===== config.mk =====
export PLATFORM = sky130hd
export DESIGN_NAME = regfile_write_queue_flat
export DESIGN_NICKNAME = d
export VERILOG_FILES = /design/src/rtl/regfile_pkg.sv /design/src/rtl/regfile_write_queue_if.sv /design/src/rtl/wr_req_fifo.sv /design/src/rtl/regfile_write_queue.sv /design/src/flat_wrapper.sv
export SDC_FILE = /design/constraint.sdc
export NUM_CORES = 1
export LEC_CHECK = 0
export ABC_AREA = 1
export CORE_ASPECT_RATIO = 1.1
export CORE_MARGIN = 3
export CORE_UTILIZATION = 35
export DETAILED_ROUTE_END_ITERATION = 16
export GPL_ROUTABILITY_DRIVEN = 0
export GPL_TIMING_DRIVEN = 0
export PLACE_DENSITY = 0.54
export REMOVE_ABC_BUFFERS = 1
export SYNTH_ARGS = -nofsm -noshare
export SYNTH_HDL_FRONTEND = slang
export SYNTH_SLANG_ARGS = --single-unit

===== constraint.sdc =====
create_clock -name clk -period 8 [get_ports clk]
set_input_delay 1.6 -clock clk [delete_from_list [all_inputs] [get_ports clk]]
set_output_delay 1.6 -clock clk [all_outputs]
set_load 0.02 [all_outputs]

===== src/rtl/regfile_pkg.sv =====
// Shared constants and the write-request record used by the register-file write queue.
package regfile_pkg;

  localparam int ADDR_W = 5;
  localparam int DATA_W = 64;
  localparam logic [ADDR_W-1:0] ZERO_REG = 5'd31;

  typedef struct packed {
    logic [ADDR_W-1:0] addr;
    logic [DATA_W-1:0] data;
  } wr_req_t;

endpackage


===== src/rtl/regfile_write_queue_if.sv =====
// Bundle of write-request, decoder-issue and forwarding signals around the write queue.
interface regfile_write_queue_if #(
  parameter int DEPTH = 4
);
  import regfile_pkg::*;

  localparam int CNT_W = $clog2(DEPTH) + 1;

  logic              wr_valid;
  logic              wr_ready;
  logic [ADDR_W-1:0] wr_addr;
  logic [DATA_W-1:0] wr_data;
  logic              stall;
  logic              dec_en;
  logic [ADDR_W-1:0] dec_addr;
  logic [DATA_W-1:0] dec_data;
  logic [ADDR_W-1:0] rd_addr;
  logic              rd_hit;
  logic [DATA_W-1:0] rd_hit_data;
  logic [CNT_W-1:0]  count;

  modport master (
    output wr_valid, wr_addr, wr_data, stall, rd_addr,
    input  wr_ready, dec_en, dec_addr, dec_data, rd_hit, rd_hit_data, count
  );

  modport slave (
    input  wr_valid, wr_addr, wr_data, stall, rd_addr,
    output wr_ready, dec_en, dec_addr, dec_data, rd_hit, rd_hit_data, count
  );

endinterface


===== src/rtl/wr_req_fifo.sv =====
// Circular buffer of pending write requests; slots are exported so the top can search them.
module wr_req_fifo
  import regfile_pkg::*;
#(
  parameter  int DEPTH = 4,
  localparam int PTR_W = $clog2(DEPTH),
  localparam int CNT_W = PTR_W + 1
) (
  input  logic             clk,
  input  logic             reset,
  input  logic             push,
  input  wr_req_t          push_req,
  input  logic             pop,
  output wr_req_t          head,
  output wr_req_t          slots [DEPTH],
  output logic [PTR_W-1:0] rd_ptr,
  output logic [CNT_W-1:0] count,
  output logic             full,
  output logic             empty
);

  wr_req_t          mem [DEPTH];
  logic [PTR_W-1:0] wr_ptr;
  logic             do_push;
  logic             do_pop;

  assign full    = (count == CNT_W'(DEPTH));
  assign empty   = (count == {CNT_W{1'b0}});
  assign do_push = push && !full;
  assign do_pop  = pop && !empty;
  assign head    = mem[rd_ptr];
  assign slots   = mem;

  // Pointers and occupancy; pointers wrap naturally at DEPTH.
  always_ff @(posedge clk) begin
    if (reset) begin
      wr_ptr <= {PTR_W{1'b0}};
      rd_ptr <= {PTR_W{1'b0}};
      count  <= {CNT_W{1'b0}};
    end else begin
      if (do_push) wr_ptr <= wr_ptr + PTR_W'(1);
      if (do_pop)  rd_ptr <= rd_ptr + PTR_W'(1);
      case ({do_push, do_pop})
        2'b10:   count <= count + CNT_W'(1);
        2'b01:   count <= count - CNT_W'(1);
        default: count <= count;
      endcase
    end
  end

  // Storage array; contents are qualified by count, so no reset is needed.
  always_ff @(posedge clk) begin
    if (do_push) mem[wr_ptr] <= push_req;
  end

endmodule


===== src/rtl/regfile_write_queue.sv =====
// Write-back queue: buffers requests, issues one per cycle to the address decoder, forwards pending data.
module regfile_write_queue
  import regfile_pkg::*;
#(
  parameter int DEPTH = 4
) (
  input  logic                 clk,
  input  logic                 reset,
  regfile_write_queue_if.slave bus
);

  localparam int PTR_W = $clog2(DEPTH);
  localparam int CNT_W = PTR_W + 1;

  wr_req_t          head;
  wr_req_t          slots [DEPTH];
  logic [PTR_W-1:0] rd_ptr;
  logic [CNT_W-1:0] fifo_count;
  logic             full;
  logic             empty;
  logic             push;
  logic             pop;
  logic             dec_en_r;
  logic [ADDR_W-1:0] dec_addr_r;
  logic [DATA_W-1:0] dec_data_r;
  logic             fwd_hit;
  logic [DATA_W-1:0] fwd_data;
  logic [PTR_W-1:0] idx;
  logic             match;

  // Writes to the zero register complete the handshake but are never stored.
  assign bus.wr_ready = !reset && !full;
  assign push         = bus.wr_valid && bus.wr_ready && (bus.wr_addr != ZERO_REG);
  assign pop          = !bus.stall && !empty;

  wr_req_fifo #(.DEPTH(DEPTH)) u_fifo (
    .clk      (clk),
    .reset    (reset),
    .push     (push),
    .push_req ('{addr: bus.wr_addr, data: bus.wr_data}),
    .pop      (pop),
    .head     (head),
    .slots    (slots),
    .rd_ptr   (rd_ptr),
    .count    (fifo_count),
    .full     (full),
    .empty    (empty)
  );

  // Output stage feeding the decoder; address/data hold between issues.
  always_ff @(posedge clk) begin
    if (reset) begin
      dec_en_r   <= 1'b0;
      dec_addr_r <= {ADDR_W{1'b0}};
      dec_data_r <= {DATA_W{1'b0}};
    end else if (pop) begin
      dec_en_r   <= 1'b1;
      dec_addr_r <= head.addr;
      dec_data_r <= head.data;
    end else begin
      dec_en_r   <= 1'b0;
    end
  end

  // Forwarding search, oldest first (output stage, then FIFO head to tail) so the youngest match wins.
  always_comb begin
    fwd_hit  = bus.dec_en && (dec_addr_r == bus.rd_addr);
    fwd_data = fwd_hit ? dec_data_r : {DATA_W{1'b0}};
    idx      = rd_ptr;
    match    = 1'b0;
    for (int i = 0; i < DEPTH; i++) begin
      idx      = rd_ptr + PTR_W'(i);
      match    = (CNT_W'(i) < fifo_count) && (slots[idx].addr == bus.rd_addr);
      fwd_data = match ? slots[idx].data : fwd_data;
      fwd_hit  = fwd_hit || match;
    end
  end

  assign bus.rd_hit      = fwd_hit && (bus.rd_addr != ZERO_REG);
  assign bus.rd_hit_data = bus.rd_hit ? fwd_data : {DATA_W{1'b0}};
  assign bus.dec_en      = dec_en_r;
  assign bus.dec_addr    = dec_addr_r;
  assign bus.dec_data    = dec_data_r;
  assign bus.count       = fifo_count;

endmodule


===== src/flat_wrapper.sv =====
// flat-port wrapper written by rule: the top's interface ports become plain ports
module regfile_write_queue_flat import regfile_pkg::*;
#(
  parameter int DEPTH = 4
)
  (clk, reset, bus_wr_valid, bus_wr_addr, bus_wr_data, bus_stall, bus_rd_addr, bus_wr_ready, bus_dec_en, bus_dec_addr, bus_dec_data, bus_rd_hit, bus_rd_hit_data, bus_count);
  regfile_write_queue_if #(.DEPTH(DEPTH)) bus_i ();
  input  logic clk;
  input  logic reset;
  input wire logic [$bits(bus_i.wr_valid)-1:0] bus_wr_valid;
  input wire logic [$bits(bus_i.wr_addr)-1:0] bus_wr_addr;
  input wire logic [$bits(bus_i.wr_data)-1:0] bus_wr_data;
  input wire logic [$bits(bus_i.stall)-1:0] bus_stall;
  input wire logic [$bits(bus_i.rd_addr)-1:0] bus_rd_addr;
  output wire logic [$bits(bus_i.wr_ready)-1:0] bus_wr_ready;
  output wire logic [$bits(bus_i.dec_en)-1:0] bus_dec_en;
  output wire logic [$bits(bus_i.dec_addr)-1:0] bus_dec_addr;
  output wire logic [$bits(bus_i.dec_data)-1:0] bus_dec_data;
  output wire logic [$bits(bus_i.rd_hit)-1:0] bus_rd_hit;
  output wire logic [$bits(bus_i.rd_hit_data)-1:0] bus_rd_hit_data;
  output wire logic [$bits(bus_i.count)-1:0] bus_count;
  assign bus_i.wr_valid = bus_wr_valid;
  assign bus_i.wr_addr = bus_wr_addr;
  assign bus_i.wr_data = bus_wr_data;
  assign bus_i.stall = bus_stall;
  assign bus_i.rd_addr = bus_rd_addr;
  assign bus_wr_ready = bus_i.wr_ready;
  assign bus_dec_en = bus_i.dec_en;
  assign bus_dec_addr = bus_i.dec_addr;
  assign bus_dec_data = bus_i.dec_data;
  assign bus_rd_hit = bus_i.rd_hit;
  assign bus_rd_hit_data = bus_i.rd_hit_data;
  assign bus_count = bus_i.count;
  regfile_write_queue #(.DEPTH(DEPTH)) u_core (.clk(clk), .reset(reset), .bus(bus_i));
endmodule

==> Word level (Yosys, flattened, before mapping) <==
Index checks and enable logic that the tools add are counted.
{ "totals": {"inputBits": 78, "ff_bits": 353, "word_cells": 91} }
{ "classes": {"muxes": 23, "n_addsub": 6, "n_lt_le_gt_ge": 10, "bitwise_logic": 5, "n_eq_ne": 10, "reduce_logical": 23} }
{ "ops": {"columns": ["cell", "count"], "rows": [
  ["$mux 69", 9],
  ["$bmux 69 s2", 4],
  ["$mux 64", 6],
  ["$bwmux 276", 1],
  ["$demux 69 s2", 1],
  ["$eq 5x5->1", 5],
  ["$ge 3x3->1 const B", 5],
  ["$not 2->3", 5],
  ["$logic_and 1x1->1", 13],
  ["$ne 5x5->1 const B", 2],
  ["$lt 1x3->1 const A", 2],
  ["$lt 2x3->1 const A", 2],
  ["$pmux 3 s2", 1],
  ["$add 2x1->2 const B", 2],
  ["$add 2x2->2 const B", 2],
  ["$logic_not 1->1", 4],
  ["$logic_or 1x1->1", 4],
  ["$add 3x1->3 const B", 1],
  ["$eq 3x3->1 const B", 1],
  ["$logic_not 3->1", 1],
  ["$lt 3x1->1 const B", 1],
  ["$sub 3x1->3 const B", 1],
  ["$eq 2x1->1 const B", 1],
  ["$eq 2x2->1 const B", 1],
  ["2 further kinds", 2]
]} }

==> Logic depth before layout (Yosys ltp) <==
{ "logic_depth": {"ltp_word": 12, "depth_mapped": 17, "mapped_depth_nobuf": 14} }

==> Modules after synthesis <==
Synthesis repeated with hierarchy kept, for this count alone.
{ "unflattened": {"cells_unflattened": 3532, "hier_area_um2": 24128.1} }
{ "modules_own_cells": {"columns": ["module", "instances", "area_each_um2", "cells_each"], "rows": [
  ["regfile_write_queue", 1, 13441.6, 2799],
  ["wr_req_fifo", 1, 10686.5, 733]
]} }

==> Worst setup path after synthesis <==
Ideal clock, no wire load.
{ "synth_path": {"path_kind": "input -> register", "start": "input port reset", "end": "register u_core.u_fifo.mem (netlist bit u_core.u_fifo.slots[0]), enable pin", "required_time_ns": 7.504, "slack_ns": 2.268, "n_path_buf": 0, "arrival_ns": 5.235, "cell_stages": 5, "path_cell_list": "a21oi_1 -> nand2_1 -> nor2_1 -> inv_1 -> nor2_1"} }
{ "synth_between": {"elab_chain_len": 5} }
{ "synth_lines": {"columns": ["element", "line", "rtl"], "rows": [
  ["start, declared", "flat_wrapper.sv:9", "input logic reset;"],
  ["$logic_not 1->1", "regfile_write_queue.sv:32", "assign bus.wr_ready = !reset && !full;"],
  ["$logic_and 1x1->1", "regfile_write_queue.sv:32", null],
  ["$logic_and 1x1->1 (2 in a row)", "regfile_write_queue.sv:33", "assign push = bus.wr_valid && bus.wr_ready && (bus.wr_addr != ZERO_REG);"],
  ["$logic_and 1x1->1", "wr_req_fifo.sv:29", "assign do_push = push && !full;"],
  ["end signal, assigned by index", "wr_req_fifo.sv:53", "if (do_push) mem[wr_ptr] <= push_req;"],
  ["end, declared", "wr_req_fifo.sv:22", "wr_req_t mem [DEPTH];"]
]} }
Every way passes these cells.
A chain may end at the register's enable or synchronous reset.

==> Worst setup path after layout <==
{ "layout_path": {"start": "register u_core.u_fifo.rd_ptr[1]", "end": "output port bus_rd_hit_data[38]"} }
{ "layout_between": {"elab_chain_len": 12, "elab_cells_between_ends": 37, "cone_classes": "add/sub (3); eq/ne (4); mux (17); bitwise (4); reduce/logical (9)"} }
{ "layout_lines": {"columns": ["element", "line", "rtl"], "rows": [
  ["start, declared", "wr_req_fifo.sv:16", "output logic [PTR_W-1:0] rd_ptr,"],
  ["start signal, assigned", "wr_req_fifo.sv:38", "rd_ptr <= {PTR_W{1'b0}};"],
  ["start signal, assigned", "wr_req_fifo.sv:42", "if (do_pop) rd_ptr <= rd_ptr + PTR_W'(1);"],
  ["branches (longest 11 deep; another with $add 2x1->2)", null, null],
  ["$mux 64 *", "regfile_write_queue.sv:80", "assign bus.rd_hit_data = bus.rd_hit ? fwd_data : {DATA_W{1'b0}};"],
  ["end, declared", "flat_wrapper.sv:20", "output wire logic [$bits(bus_i.rd_hit_data)-1:0] bus_rd_hit_data;"]
]} }
Mark *: on every way between the ends. The select of a mux whose other input is x is not followed.

==> metrics.txt <==
Synth Register Bits 353; final WL 78700 microns; Clk Tree Root Cell clkbuf_16; f_max 129 MHz; vias per cell 5.28; first-pass GRT wire length 115000 microns; largest net degree at the start of global routing 136; FFs w/ async S/R, synth 0; vias in the first global route 19300; fin cells 3980; Worst VDD drop 0.268 mV; clk slew on worst S/H paths 60 ps; Hold Buf Count CTS 0; setup violators final 0; reg2reg path depth 7; Top FF cell, synth edfxtp_1; Max Cap Violations 0; hold path depth 2; RR Startpoint u_core.u_fifo.rd_ptr[1]; DIE WIDTH 243 microns; initial antenna violation count 7; Syn-to-layout area delta 21.9%; register-to-register setup slack 4980 ps; port bufs 216; # DRC 0; worst slew pin tran 1170 ps; status finished, final reports clean; FF+latch area 0.00984 sq mm; Post-synth EDFFs 276; Arr. time, crit path 6120 ps; DP HPWL 43000 microns; Crit. End Element output pin; RSZ-0062 raised after global routing false; Die Ht 267 microns; largest area contributor in the netlist edfxtp_1; syn_area_per_cell 7.12 sq um; CP Max Fanout 91; CTS tree yes; count of unique library cells instantiated by Yosys 26; Final WS setup 276 ps; area of the multi-input gates 0.00990 sq mm; TritonCTS Buffers 43; worst rel slew slack 0.219; row count 95; Clock Latency Late Sink 570 ps; Worst Skew 10.7 ps; Cells after Synth 3043; hold endpoint u_core.bus.dec_data[59]; register area share after synthesis 0.453; CTS H-tree depth 2; WS Path Type register to output pin; Avg WL per Cell 19.8 microns; top post-synthesis cells by area edfxtp_1, nand2_1, o21ai_0, dfxtp_1, nor2_1; grt ovf 0; placed cells 3890; CORE AREA 0.0612 sq mm; Starting Density 0.354; Startpoint Class register; Leak 0.0102 uW; period utilisation layout 0.965; routed vias 21000; Data required, critical path 6400 ps; # fillers 6006; post-placement worst setup slack -366 ps; total power 7740 uW; Final Hold Vio Count 0; Yosys top cell area share 0.382; Die ar. 0.0650 sq mm; final slew viol count 0; power per cell area 293 mW/mm^2; overall routing resource usage 0.230; final net count 3209; deepest clock path buffer count 3; CTS sink count 353; setup TNS 0 ps; Reg-to-Reg End u_core.u_fifo.rd_ptr[1]; crit path time final 7720 ps; warnings from Yosys 0; Synth Cell Area 0.0217 sq mm; HP Class register to register; I/O Pins 217; Initial DRC Count 1803; layout cell share with drive strength beyond 1 0.0447; hold wc startpoint u_core.bus.dec_data[59]; Final ANT Viol Nets 0; Pre-antenna DRT Iters 8
[where the power goes]
part | internal, uW | switching, uW
clock network | 1150 | 778
logic | 1090 | 2400
registers | 2160 | 158
total | 4400 | 3340
[registers in the layout, indices dropped and copies added, names as in the netlist]
register              cells
u_core.bus.dec_data      64
u_core.u_fifo.slots     276
u_core.bus.dec_addr       5
u_core.u_fifo.wr_ptr      2
u_core.u_fifo.count       3
u_core.u_fifo.rd_ptr      2
u_core.bus.dec_en         1
[critical path: stages (launching register included)]
cell and delay (ps):
dfxtp_4 540, buf_16 320, inv_8 340, buf_16 420, nand2_2 300, nand2_8 350
buf_16 330, nand2_1 140, nand3_1 110, nand2_1 80, nor2_2 330, nand3_4 390
nand2_1 190, inv_2 150, nand2_8 330, nand3_1 120, nor2_1 300, clkdlybuf4s50_1 670
[timing repair]
item / CTS / global route
pin swaps: 5 / 0
buffers inserted: 3 / 1
setup endpoints to repair: 64 / 64
resized for setup: 9 / 2
cloned: 6 / 2
[cells in the mapped netlist (2+ instances only)]
library cell and instances:
edfxtp_1 276, inv_2 4, inv_1 280, a211oi_1 64
nand3_1 170, nand4_1 64, nand2_2 2, clkbuf_1 101
nor2_1 344, o21ai_1 30, a21oi_1 84, ha_1 8
dfxtp_1 77, buf_4 7, buf_1 19, buf_6 14
o21ai_0 500, xor2_1 5, nand2_1 894, buf_2 94
[how the worst max path moves through the flow]
stage               slack (ps)                  end                    start
CTS                          4  bus_rd_hit_data[35]  u_core.u_fifo.rd_ptr[0]
global placement        -25900  bus_rd_hit_data[37]  u_core.u_fifo.rd_ptr[0]
detailed placement        -370  bus_rd_hit_data[35]  u_core.u_fifo.rd_ptr[1]
finish                     280  bus_rd_hit_data[38]  u_core.u_fifo.rd_ptr[1]
global route                40  bus_rd_hit_data[38]  u_core.u_fifo.rd_ptr[0]
floorplan                -9010   bus_rd_hit_data[0]  u_core.u_fifo.rd_ptr[0]
[through the flow]
step | area, sq um | hold slack, ps | util
floorplan | 20500 | 463 | -
global placement | 23700 | 462 | 0.388
detailed placement | 24900 | 465 | 0.406
CTS | 26400 | 477 | 0.431
global route | 26400 | 500 | 0.432
finish | 26400 | 474 | 0.432
[cell type report]
| class | instances | area share |
|---|---|---|
| diodes | 1 | 0.0000947 |
| clock buffers | 60 | 0.0459 |
| clock inverters | 17 | 0.00577 |
| inverters | 284 | 0.0412 |
| multi-input cells | 2178 | 0.374 |
| flip-flops and latches | 353 | 0.372 |
| well taps | 824 | 0.0390 |
| repair buffers | 263 | 0.121 |
[layer usage]
layer  global-route usage  vias up  wire (microns)
met5                    0        -              78
met4               0.0785       12            2260
met3               0.0448      179            5830
met2                0.395      804           37600
met1                0.291     9817           33000
li1                     -    10200               -
[kinds of logic (layout without fill, tap and decap cells)]
logic type,Yosys count,in the layout,synth area share
AND/OR/NAND/NOR,1478,1485,0.274
AO/OA/AOI/OAI,680,680,0.165
buffers and inverters,519,624,0.101
flip-flops,353,353,0.453
adder cells (fa/ha/maj),8,8,0.00462
XOR/XNOR,5,5,0.00202
other,0,1,0
[cells in the final DEF, fill, tap and decap left out, types with 2 or more instances in the layout]
cell | netlist | layout
a211oi_1 | 64 | 64
a21oi_1 | 84 | 83
buf_12 | 0 | 24
buf_16 | 0 | 19
buf_4 | 7 | 4
bufinv_16 | 0 | 3
clkbuf_1 | 101 | 12
clkbuf_16 | 0 | 46
clkbuf_8 | 0 | 3
clkdlybuf4s50_1 | 0 | 215
clkinv_1 | 0 | 8
clkinv_2 | 0 | 5
dfxtp_1 | 77 | 75
dfxtp_4 | 0 | 2
edfxtp_1 | 276 | 276
ha_1 | 8 | 8
inv_1 | 280 | 279
inv_6 | 0 | 3
nand2_1 | 894 | 893
nand2_2 | 2 | 2
nand2_4 | 1 | 2
nand2_8 | 0 | 3
nand3_1 | 170 | 166
nand3_2 | 1 | 3
nand3_4 | 0 | 6
nand4_1 | 64 | 64
nor2_1 | 344 | 333
nor2_2 | 1 | 4
nor2_4 | 0 | 8
o21ai_0 | 500 | 500
o21ai_1 | 30 | 30
xor2_1 | 5 | 5
(Power assumes the default switching activity.)
